**src/rtl/seg7_scan_driver.sv**
```systemverilog
// Four-digit multiplexed seven-segment scan driver.
// Displays a double-buffered {dp,value} image with tear-free frame swaps,
// optional leading-zero blanking and configurable output polarities.
module seg7_scan_driver #(
    parameter int unsigned SCAN_DIV         = 12500,
    parameter bit          SEG_ACTIVE_LOW   = 1'b1,
    parameter bit          DIGIT_ACTIVE_LOW = 1'b1
) (
    input  logic        clk_50MHz,
    input  logic        reset,
    input  logic        enable,
    input  logic [15:0] value,
    input  logic [3:0]  dp,
    input  logic        load,
    input  logic        blank_lz,
    output logic [7:0]  seg,
    output logic [3:0]  digit,
    output logic        frame_done
);

    localparam int unsigned     CNT_W     = (SCAN_DIV > 1) ? $clog2(SCAN_DIV) : 1;
    localparam logic [CNT_W-1:0] CNT_MAX  = CNT_W'(SCAN_DIV - 1);
    localparam logic [7:0]      SEG_OFF   = SEG_ACTIVE_LOW ? 8'hFF : 8'h00;
    localparam logic [3:0]      DIGIT_OFF = DIGIT_ACTIVE_LOW ? 4'hF : 4'h0;

    logic [CNT_W-1:0] cnt_q, cnt_d;
    logic [1:0]       idx_q, idx_d;
    logic [19:0]      shadow_q, shadow_d;    // {dp, value}
    logic [19:0]      pending_q, pending_d;  // {dp, value}
    logic             pending_valid_q, pending_valid_d;
    logic             frame_done_q, frame_done_d;
    logic [7:0]       seg_q, seg_d;
    logic [3:0]       digit_q, digit_d;

    logic             tick;
    logic             boundary;
    logic [3:0]       nibble;
    logic [3:0]       zero_ge;
    logic             blanked;
    logic [7:0]       seg_raw;
    logic [3:0]       digit_raw;

    function automatic logic [6:0] hex_to_seg(input logic [3:0] nib);
        logic [6:0] s;
        case (nib)
            4'h0: s = 7'h3F;
            4'h1: s = 7'h06;
            4'h2: s = 7'h5B;
            4'h3: s = 7'h4F;
            4'h4: s = 7'h66;
            4'h5: s = 7'h6D;
            4'h6: s = 7'h7D;
            4'h7: s = 7'h07;
            4'h8: s = 7'h7F;
            4'h9: s = 7'h6F;
            4'hA: s = 7'h77;
            4'hB: s = 7'h7C;
            4'hC: s = 7'h39;
            4'hD: s = 7'h5E;
            4'hE: s = 7'h79;
            default: s = 7'h71;
        endcase
        return s;
    endfunction

    // Next-state: prescaler, slot index, double buffer and registered display image
    always_comb begin
        cnt_d           = cnt_q;
        idx_d           = idx_q;
        shadow_d        = shadow_q;
        pending_d       = pending_q;
        pending_valid_d = pending_valid_q;

        tick     = enable && (cnt_q == CNT_MAX);
        boundary = tick && (idx_q == 2'd3);

        if (enable) begin
            cnt_d = tick ? '0 : cnt_q + 1'b1;
        end
        if (tick) begin
            idx_d = idx_q + 2'd1;
        end
        frame_done_d = boundary;

        // A load landing on the boundary bypasses pending and swaps in directly.
        if (boundary && load) begin
            shadow_d        = {dp, value};
            pending_valid_d = 1'b0;
        end else if (boundary && pending_valid_q) begin
            shadow_d        = pending_q;
            pending_valid_d = 1'b0;
        end
        if (load && !boundary) begin
            pending_d       = {dp, value};
            pending_valid_d = 1'b1;
        end

        // Display is built from next-cycle slot and shadow so it lines up with idx.
        nibble     = shadow_d[{idx_d, 2'b00} +: 4];
        zero_ge[3] = (shadow_d[15:12] == 4'h0);
        zero_ge[2] = zero_ge[3] && (shadow_d[11:8] == 4'h0);
        zero_ge[1] = zero_ge[2] && (shadow_d[7:4] == 4'h0);
        zero_ge[0] = 1'b0;
        blanked    = blank_lz && zero_ge[idx_d];

        if (!enable) begin
            seg_raw   = '0;
            digit_raw = '0;
        end else begin
            seg_raw   = blanked ? 8'h00 : {shadow_d[16 + idx_d], hex_to_seg(nibble)};
            digit_raw = 4'b0001 << idx_d;
        end
        seg_d   = SEG_ACTIVE_LOW   ? ~seg_raw   : seg_raw;
        digit_d = DIGIT_ACTIVE_LOW ? ~digit_raw : digit_raw;
    end

    // State register with synchronous active-low reset
    always_ff @(posedge clk_50MHz) begin
        if (!reset) begin
            cnt_q           <= '0;
            idx_q           <= '0;
            shadow_q        <= '0;
            pending_q       <= '0;
            pending_valid_q <= 1'b0;
            frame_done_q    <= 1'b0;
            seg_q           <= SEG_OFF;
            digit_q         <= DIGIT_OFF;
        end else begin
            cnt_q           <= cnt_d;
            idx_q           <= idx_d;
            shadow_q        <= shadow_d;
            pending_q       <= pending_d;
            pending_valid_q <= pending_valid_d;
            frame_done_q    <= frame_done_d;
            seg_q           <= seg_d;
            digit_q         <= digit_d;
        end
    end

    assign seg        = seg_q;
    assign digit      = digit_q;
    assign frame_done = frame_done_q;

endmodule

```
**config.mk**
```make
export PLATFORM = sky130hd
export DESIGN_NAME = seg7_scan_driver
export DESIGN_NICKNAME = d
export VERILOG_FILES = /design/src/rtl/seg7_scan_driver.sv
export SDC_FILE = /design/constraint.sdc
export NUM_CORES = 1
export LEC_CHECK = 0
export BUFFER_PORTS_ARGS = -buffer_cell sky130_fd_sc_hd__buf_2
export CAP_MARGIN = 20
export CORE_MARGIN = 2
export CORE_UTILIZATION = 58
export CTS_CLUSTER_DIAMETER = 200
export DETAILED_ROUTE_END_ITERATION = 10
export GPL_ROUTABILITY_DRIVEN = 0
export PLACE_DENSITY_LB_ADDON = 0.25
export SYNTH_ARGS = -nofsm -noshare
export SYNTH_HDL_FRONTEND = slang
export SYNTH_SLANG_ARGS = --single-unit
```
**constraint.sdc**
```tcl
create_clock -name clk_50MHz -period 5.2 [get_ports clk_50MHz]
set_clock_uncertainty 0.05 [all_clocks]
set_input_delay 0.52 -clock clk_50MHz [delete_from_list [all_inputs] [get_ports clk_50MHz]]
set_output_delay 0.52 -clock clk_50MHz [all_outputs]
set_load 0.02 [all_outputs]
```
==> out/summary.log <==
[clocking] clock tree root buffer cell sky130_fd_sc_hd__clkbuf_8
[yosys] flop and latch count out of synthesis 70
[grt] residual overflow from global routing 0
[sta] Final Hold Fails 0
[layout] net total in the final layout 469
[power_and_ir_drop] share of total power in the clock network 41.7%
[yosys] Main synth FF type sky130_fd_sc_hd__dfxtp_1
[drt] initial drt markers 189
[grt] global-route wire length before repair 13,500 um
[power_and_ir_drop] Comb power frac 6.7%
[floorplan] core area 0.00585 mm^2
[min_path] Min-Delay Path Class in2reg
[sta] total negative slack 0 ps
[clocking] Resized Gates After CTS 0
[yosys] post-synthesis instance area 0.00347 mm^2
[yosys] number of unique standard cell types used by synthesis 53
[place] DP Cell Count 499
[sta] worst hold-check slack 370 ps
[sta] # setup viols final 0
[power_and_ir_drop] switching power 261 uW
[layout] final design area excluding fillers 0.00389 mm^2
[layout] fraction of the core area covered by cells at the end of the flow 66.5%
[clocking] clk sinks 70
[yosys] mean instance size in the synthesized netlist 8.52 um^2
[clocking] insertion delay of the later-clocked pin in the worst-skew pair 340 ps
[sta] Max Freq 241 MHz
[power_and_ir_drop] internal power 823 uW
[worst_setup_path] data arrival time of the worst path 4310 ps
[layout] final non-filler cell total 516
[floorplan] number of ports placed on the die boundary 38
[power_and_ir_drop] maximum ir drop on the vdd rail 180 uV
[worst_setup_path] CP endpoint kind flop
[clocking] count of buffers added by post-CTS timing repair for setup 0
[yosys] synth warn 0
[layout] Synth-to-Final Area Change 12.0%
[sta] normalized max-slew margin 40.1%
[drt] first-pass iteration count of the detailed router 5
[drt] antenna viol nets, final 0
[clocking] hold buffers post-CTS 0
[clocking] number of buffers between clock root and the deepest sink 2
[place] number of buffers added on ports 37
[layout] ratio of cells with drive above 1 in the final layout 16.6%
[power_and_ir_drop] Pwr per Cell Area 278 mW/mm^2
[grt] vias in the first global route 2,855
[yosys] share of synthesized area occupied by flip-flops and latches 40.3%
[outcome] status finished, final reports clean
[sta] final critical delay including setup and external delays 4150 ps
[yosys] Synth Net Count 441
[grt] overall fraction of global-route tracks in use 26.5%
[worst_setup_path] critical path startpoint category flop
[sta] final max-slew violation count 0
[power_and_ir_drop] switch share 24.1%
[sta] pin slew with the least headroom to its limit 892 ps
[worst_setup_path] Worst Path Max Fanout 11
[worst_setup_path] data required time at the worst endpoint 5370 ps
[yosys] Synth async-reset ratio 0%
[worst_setup_path] Setup Crit Path Kind reg2reg
[run] # Max-Cap Violations 0
[clocking] clock buffers created by TritonCTS 9
[drt] total wirelength of the detailed-routed design 8440 um
[floorplan] die extent in x 81.4 um
[floorplan] floorplan die area 0.00663 mm^2
[clocking] H-tree depth 3
[layout] number of inserted diodes 0
[drt] drt via density 6.03
[floorplan] Initial Utilization 59.4%
[power_and_ir_drop] cell leakage power 0.00150 uW
[clocking] TritonCTS clock tree yes
[sta] Tcrit/Tclk final 79.7%
[place] area of placed instances 0.00366 mm^2
[clocking] Clk pin slew, worst setup/hold paths 80 ps
[drt] DR WL/cell 16.4 um
[sta] RSZ-0062 raised after global routing no
[floorplan] number of placement rows 28
[drt] number of remaining DRC errors 0
[floorplan] vertical extent of the die 81.4 um
[yosys] instance count of the mapped netlist 408
[power_and_ir_drop] Reg power frac 51.6%
[yosys] number of enable-type register cells in the synthesized netlist 0
[grt] maximum number of pins on one net before global-route repair 35
[place] half-perimeter wire length of the detailed placement result 5720 um
[grt] antenna violations before repair 0
[drt] detailed-route via count 3,109
-- Yosys cell counts (2+ instances only) --
master	number	area (um^2)
sky130_fd_sc_hd__dfxtp_1	70	1400
sky130_fd_sc_hd__nand2_1	62	233
sky130_fd_sc_hd__a21oi_1	38	190
sky130_fd_sc_hd__nor2_1	37	139
sky130_fd_sc_hd__clkbuf_1	18	67.6
sky130_fd_sc_hd__and2_1	16	100
sky130_fd_sc_hd__nor3b_1	12	90.1
sky130_fd_sc_hd__nand3_1	11	55.1
sky130_fd_sc_hd__mux2i_1	10	100
sky130_fd_sc_hd__inv_1	9	33.8
sky130_fd_sc_hd__ha_1	8	100
sky130_fd_sc_hd__nand2b_1	8	50.1
sky130_fd_sc_hd__nand4_1	7	43.8
sky130_fd_sc_hd__o22ai_1	7	43.8
sky130_fd_sc_hd__xor2_1	7	61.3
sky130_fd_sc_hd__nor3_1	6	30.0
sky130_fd_sc_hd__o221a_2	6	67.6
sky130_fd_sc_hd__or3_1	6	37.5
sky130_fd_sc_hd__a32o_1	5	50.1
sky130_fd_sc_hd__o21ai_0	5	25.0
sky130_fd_sc_hd__a221oi_1	4	35.0
sky130_fd_sc_hd__and3_1	4	25.0
sky130_fd_sc_hd__nor2b_1	4	25.0
sky130_fd_sc_hd__nor4b_1	4	35.0
sky130_fd_sc_hd__xnor2_1	4	35.0
sky130_fd_sc_hd__a221o_1	3	30.0
sky130_fd_sc_hd__and4_1	3	26.3
sky130_fd_sc_hd__buf_2	2	10.0
sky130_fd_sc_hd__buf_4	2	15.0
sky130_fd_sc_hd__mux2_2	2	22.5
sky130_fd_sc_hd__nor4_1	2	12.5
sky130_fd_sc_hd__o211ai_1	2	15.0
sky130_fd_sc_hd__o221ai_1	2	17.5
sky130_fd_sc_hd__o41ai_1	2	17.5
sky130_fd_sc_hd__or4_4	2	22.5
-- cell type report --
class / instances / area (um^2)
clock buffer: 12 / 155
clock inverter: 4 / 45.0
fill: 492 / 1960
inverter: 9 / 33.8
multi-input combinational: 306 / 1940
sequential: 70 / 1400
tap: 75 / 93.8
timing repair buffer: 40 / 228
-- final timing paths --
path	from	endpoint	slack, ps	cells after the start
hold / removal	value[5]	pending_q[5]	370	3
hold reg to reg	pending_q[19]	pending_q[19]	410	2
setup reg to reg	cnt_q[0]	seg[3]	1050	11
setup / recovery	cnt_q[0]	seg[3]	1050	11
-- stage by stage --
stage	power, uW	setup WS [ps]
after global routing	1120	730
after floorplan	613	1570
after CTS	1080	1100
final	1080	1050
after detailed placement	641	1090
after global placement	639	1330
-- per-layer routing --
metal / GRT usage (%) / share of wire (%) / vias up
li1: - / - / 1520
met1: 35.5 / 47 / 1484
met2: 42.1 / 47 / 91
met3: 6.67 / 5.4 / 14
met4: 7.97 / 1.5 / 0
met5: 0 / 0 / -
-- power by group through the flow --
stage          registers (uW)  clock network [uW]  logic (uW)
4_1_cts                   559                 452        69.8
5_1_grt                   561                 478        79.9
3_5_place_dp              571                   0        69.6
3_3_place_gp              571                   0        68.1
2_1_floorplan             571                   0        42.4
6_report                  559                 452        72.9
-- critical path, stage by stage, from the launching register on --
cell and delay [ps]:
sky130_fd_sc_hd__dfxtp_1 420, sky130_fd_sc_hd__ha_1 270, sky130_fd_sc_hd__and2_1 210, sky130_fd_sc_hd__nand4_1 310
sky130_fd_sc_hd__xnor2_1 830, sky130_fd_sc_hd__nor3_1 100, sky130_fd_sc_hd__nor3_1 650, sky130_fd_sc_hd__inv_1 190
sky130_fd_sc_hd__ha_1 360, sky130_fd_sc_hd__inv_1 50, sky130_fd_sc_hd__mux4_2 430, sky130_fd_sc_hd__nand2b_1 150
-- logic make-up (layout without fill, tap and decap cells) --
group                    count (synthesis)  count (layout)  synth area share, %
AND/OR/NAND/NOR                        190             190                 28.7
adder cells (fa/ha/maj)                  8               8                 2.88
buffers and inverters                   32              65                 3.96
multiplexers                            13              13                 4.18
flip-flops                              70              70                 40.3
XOR/XNOR                                11              11                 2.77
AO/OA/AOI/OAI                           84              84                 17.2
-- registers in the layout, indices dropped and copies added, names as in the netlist --
signal and count:
pending_q 20, shadow_q 20, seg 8, idx_q 2, digit 4, frame_done 1, cnt_q 14, pending_valid_q 1
-- cells in the final DEF, fill, tap and decap left out, drive strengths merged, types with 6 or more instances in the layout --
master / n
nor3b: 12
inv: 9
nor3: 6
a21oi: 38
clkbuf: 12
or3: 6
ha: 8
nor2: 37
nand2b: 8
o221a: 7
xor2: 7
nand2: 62
o21ai: 6
o22ai: 7
mux2i: 10
nand3: 11
and2: 16
buf: 40
dfxtp: 70
nand4: 7
Note: power is estimated with default switching activity, not from simulation.
